### config.mk
export PLATFORM = sky130hd
export DESIGN_NAME = ram_logic
export DESIGN_NICKNAME = d
export VERILOG_FILES = /design/src/rtl/ram_logic.sv
export SDC_FILE = /design/constraint.sdc
export NUM_CORES = 1
export LEC_CHECK = 0
export ABC_AREA = 0
export CAP_MARGIN = 5
export CELL_PAD_IN_SITES_DETAIL_PLACEMENT = 0
export CELL_PAD_IN_SITES_GLOBAL_PLACEMENT = 1
export CORE_ASPECT_RATIO = 0.7
export CORE_MARGIN = 2
export CORE_UTILIZATION = 57
export CTS_CLUSTER_SIZE = 8
export DETAILED_ROUTE_END_ITERATION = 10
export PLACE_DENSITY_LB_ADDON = 0.1
export SLEW_MARGIN = 20
export SYNTH_ARGS = -nofsm -noshare
export SYNTH_HDL_FRONTEND = slang
export SYNTH_SLANG_ARGS = --single-unit
### constraint.sdc
create_clock -name clk_i -period 5.2 [get_ports clk_i]
set_input_delay 0.78 -clock clk_i [delete_from_list [all_inputs] [get_ports clk_i]]
set_output_delay 0.78 -clock clk_i [all_outputs]
set_load 0.05 [all_outputs]
### src/rtl/ram_logic.sv
`default_nettype none
// +--------------------------------------------------------------------------+
// | ram_logic: ping-pong sample buffer, producer fills one bank while the    |
// | consumer drains the other. Rev 1.0                                       |
// +--------------------------------------------------------------------------+
module ram_logic #(
  parameter int WIDTH      = 32,
  parameter int DEPTH      = 16,
  parameter int ADDR_WIDTH = $clog2(DEPTH)
) (
  input  logic                  clk_i,
  input  logic                  rst_ni,
  input  logic [WIDTH-1:0]      write_data_i,
  input  logic                  write_valid_i,
  output logic                  write_ready_o,
  output logic [WIDTH-1:0]      read_data_o,
  input  logic                  read_ready_i,
  output logic                  read_valid_o,
  output logic                  buffer_ready_o,
  output logic                  buffer_overflow_o,
  output logic [ADDR_WIDTH:0]   write_count_o,
  output logic [ADDR_WIDTH:0]   read_count_o
);

  localparam int                CNT_W   = ADDR_WIDTH + 1;
  localparam logic [CNT_W-1:0]  c_DEPTH = CNT_W'(DEPTH);
  localparam logic [CNT_W-1:0]  c_LAST  = CNT_W'(DEPTH - 1);

  typedef enum logic [0:0] {
    FILL         = 1'b0,
    SWAP_PENDING = 1'b1
  } state_t;

  state_t           r_state;
  state_t           w_state_nxt;
  logic             w_wr_ready;
  logic             w_swap;
  logic             w_wr_fire;
  logic             w_rd_fire;
  logic [CNT_W-1:0] w_rd_cnt_inc;

  logic             r_wr_bank;
  logic [CNT_W-1:0] r_wr_cnt;
  logic [CNT_W-1:0] r_rd_cnt;
  logic             r_rd_valid;
  logic             r_buf_ready;
  logic             r_ovf;

  // Both banks live in one array; the top index bit selects the bank.
  logic [WIDTH-1:0] r_mem [2*DEPTH];

  always_ff @(posedge clk_i or negedge rst_ni) begin
    if (!rst_ni) begin
      r_state <= FILL;
    end else begin
      r_state <= w_state_nxt;
    end
  end

  always_comb begin
    w_state_nxt = r_state;
    w_wr_ready  = 1'b0;
    w_swap      = 1'b0;
    case (r_state)
      FILL: begin
        w_wr_ready = 1'b1;
        if (write_valid_i && (r_wr_cnt == c_LAST)) begin
          w_state_nxt = SWAP_PENDING;
        end
      end
      SWAP_PENDING: begin
        w_swap      = 1'b1;
        w_state_nxt = FILL;
      end
      default: w_state_nxt = FILL;
    endcase
  end

  assign w_wr_fire    = write_valid_i & w_wr_ready;
  assign w_rd_fire    = r_rd_valid & read_ready_i;
  assign w_rd_cnt_inc = r_rd_cnt + 1'b1;

  always_ff @(posedge clk_i or negedge rst_ni) begin
    if (!rst_ni) begin
      r_wr_bank   <= 1'b0;
      r_wr_cnt    <= '0;
      r_rd_cnt    <= '0;
      r_rd_valid  <= 1'b0;
      r_buf_ready <= 1'b0;
      r_ovf       <= 1'b0;
    end else if (w_swap) begin
      // A read taking the final sample on this edge empties the bank, so no loss.
      if (r_rd_valid && !(w_rd_fire && (w_rd_cnt_inc == c_DEPTH))) begin
        r_ovf <= 1'b1;
      end
      r_wr_bank   <= ~r_wr_bank;
      r_wr_cnt    <= '0;
      r_rd_cnt    <= '0;
      r_rd_valid  <= 1'b1;
      r_buf_ready <= 1'b1;
    end else begin
      r_buf_ready <= 1'b0;
      if (w_wr_fire) begin
        r_wr_cnt <= r_wr_cnt + 1'b1;
      end
      if (w_rd_fire) begin
        r_rd_cnt <= w_rd_cnt_inc;
        if (w_rd_cnt_inc == c_DEPTH) begin
          r_rd_valid <= 1'b0;
        end
      end
    end
  end

  always_ff @(posedge clk_i) begin
    if (w_wr_fire) begin
      r_mem[{r_wr_bank, r_wr_cnt[ADDR_WIDTH-1:0]}] <= write_data_i;
    end
  end

  assign write_ready_o     = w_wr_ready;
  assign read_valid_o      = r_rd_valid;
  assign read_data_o       = r_rd_valid ? r_mem[{~r_wr_bank, r_rd_cnt[ADDR_WIDTH-1:0]}] : '0;
  assign buffer_ready_o    = r_buf_ready;
  assign buffer_overflow_o = r_ovf;
  assign write_count_o     = r_wr_cnt;
  assign read_count_o      = r_rd_cnt;

endmodule
`default_nettype wire

==> metrics.txt <==
DR pass1 iterations=6; setup TNS=0 ns; power density over cell area=just under 600 mW/mm2; critical path peak fanout=33; worst setup path class=reg -> out; TritonCTS Buffers=147; unique cell type count in the Yosys netlist=between 40 and 50; post-route ant nets=0; Synth async-reset ratio=1.444%; Clock Pin Slew Worst Setup and Hold Paths=0.05 ns; Hold Fails Final Rpt=0; Clock Skew=0.02064 ns; syn_area_per_cell=20.46 um2; Resized Gates After CTS=0; register area=just over 0.03 mm2; die width=321.6 um; WL per Instance=34.20 um; Non-Filler Instances=between 3000 and 4000; CTS tree=done; DRC=0; critical path's largest stage delay=0.91 ns; vias per std cell=6.776; Root Driver=clkbuf_16; largest net degree at the start of global routing=60; worst path cell trace=buf_4 -> mux4_2 -> o22ai_1 -> or3_1 -> a221oi_1 -> clkdlybuf4s50_1; most frequent cells in the layout=1024 x edfxtp_1, 153 x mux4_2, 150 x clkbuf_16, 128 x mux2i_1, 75 x nand2_1; post-detail-place hpwl=54420 um; clk buf depth=3; slowest library cell on the worst path=clkdlybuf4s50_1; status=completed; Cell Count Post-Placement=2911; Syn Nets=2009; CP Buf/Inv Count=2; Final #Nets=approximately 2200; Multi-input gate area=0.008628 mm2; hold bufs inserted after CTS=0; area delta synth->final=15.42%; RSZ-0062 raised after global routing=no; Rel. slew slack=23.81%; drt total wl=105700 um; Final Critical Period=5.032 ns; # H-tree levels=4; ant diodes=0; sequential area share after synthesis=about 77%; full die area=between 0.07 and 0.08 mm2; share of layout cells above drive strength 1=between 20% and 30%; #FFs+latches synth=about 1000; Synth area leaders=edfxtp_1 76%, mux4_2 8.6%, mux2i_1 3.2%; Leak=15.13 nW; Crit. End Element=output pin; Filler Cell Count=~4500; largest area contributor in the netlist=edfxtp_1; die height=226.3 um; Total GRT Usage=between 20 and 30%; Least-Margin Pin Slew=about 1.1 ns; setup violators final=0; vias in the first global route=20660; cell area after synthesis=slightly above 0.04 mm2; Max Slew Vio Count=0; via count=roughly 21000; io pins=82; Hold Worst Slack=0.4894 ns; Starting Density=57.62%; Max Cap Viol=0; EDFF count, synth=about 1000; routability cong.=0.7557; Worst VDD drop=roughly 0.00035 V; GRT Residual Overflow=0; Final Cycle Share=96.77%; fmax=198.7 MHz; setup repair bufs after CTS=0; CP top delay family=buffers and inverters; core area=0.06983 mm2; Synth Flop Type=edfxtp_1; Data arrival, critical path=4.25 ns; commonest non-fill, non-tap cell in the layout=edfxtp_1; Warnings, synthesis=0; Worst setup SP type=flip-flop; initial antenna violation count=1; Row Count=81; first-pass GRT wire length=149900 um; clk sinks=just over 1000; Port Buffers=81; 1st-iter DRT viols=2677; Cells after Synth=1967; worst skew pair latency=0.73 ns; top cell type's share of synthesized area=76.42%; Worst Hold Class=reg -> reg; Worst EP required=4.42 ns
registers in the layout, summed over array words and instances (netlist names):
register           cells
buffer_overflow_o      1
buffer_ready_o         1
r_mem               1024
r_state                1
r_wr_bank              1
read_count_o           5
read_valid_o           1
write_count_o          5
worst register-to-register path, cell delays in order (launching register included):
cell	delay, ns
dfrtp_4	1.02
buf_12	0.31
or3b_2	0.61
nor2_4	0.55
buf_12	0.34
final cells by class:
class,count,area share [%]
Sequential cell,1039,67.06
Multi-Input combinational cell,799,18.58
Clock buffer,169,8.236
Timing Repair Buffer,153,3.341
Tap cell,913,2.460
Clock inverter,12,0.2667
Inverter,7,0.05927
where the power goes:
part           internal, W  leakage, nW  switching (W)
sequential         0.00977         9.40       0.000486
clock              0.00511         1.93        0.00327
combinational      0.00322         3.80        0.00525
routing by layer:
| metal | vias up | routed length, um | GRT usage (%) | part of all wire [%] |
|---|---|---|---|---|
| li1 | 8512 | - | - | - |
| met1 | 11150 | 44990 | 45.70 | 43 |
| met2 | 1133 | 48940 | 44.79 | 46 |
| met3 | 155 | 9582 | 5.046 | 9.1 |
| met4 | 0 | 2236 | 8.909 | 2.1 |
| met5 | - | 0 | 0 | 0 |
cell families after synthesis:
family | share of synthesized area, %
xor gates and xnor gates | 0.1524
DFF | 77.36
and+or+nand+nor | 2.338
buffers and inverters | 1.853
adders and majority gates | 0.1866
AOI/OAI and AO/OA | 4.919
muxes | 13.19
cell usage after synthesis, types with 2 or more instances:
master / count
nand3b_1: 4
nor2_1: 43
nor3_1: 31
buf_6: 18
mux2i_1: 128
buf_12: 2
o221ai_1: 31
mux4_2: 153
mux2_1: 32
clkbuf_1: 56
nand3_1: 5
o21ai_0: 3
o221a_1: 31
buf_1: 7
nand2_1: 75
a211o_1: 31
xor2_1: 4
a21o_1: 30
inv_1: 7
buf_2: 23
o22ai_1: 64
mux4_1: 8
dfrtp_1: 15
nor2b_1: 34
edfxtp_1: 1024
a21oi_1: 35
a211oi_1: 34
ha_1: 6
xnor2_1: 3
buf_4: 14
or3_1: 4
stage by stage:
stage	worst slack, ns	area (um2)	total power (W)	utilization (%)
final	0.1679	46440	0.02709	66.51
after global placement	0.9554	42570	0.01875	60.96
after floorplan	1.444	40240	0.01587	-
after global routing	0.04882	46440	0.02795	66.51
after detailed placement	0.8951	42570	0.01883	60.96
after CTS	0.09691	46520	0.02721	66.61
worst paths after layout:
kind                       slack [ns]  cells after the start               from                end
max                              0.17                      6    read_count_o[1]    read_data_o[29]
min                              0.49                      1  buffer_overflow_o  buffer_overflow_o
max reg2reg                      1.99                      4          r_wr_bank      r_mem[17][18]
min reg2reg                      0.49                      1  buffer_overflow_o  buffer_overflow_o
max in group asynchronous        4.04                      1             rst_ni          r_wr_bank
min in group asynchronous        0.53                      1             rst_ni   write_count_o[3]
Note: power is estimated with default switching activity, not from simulation.
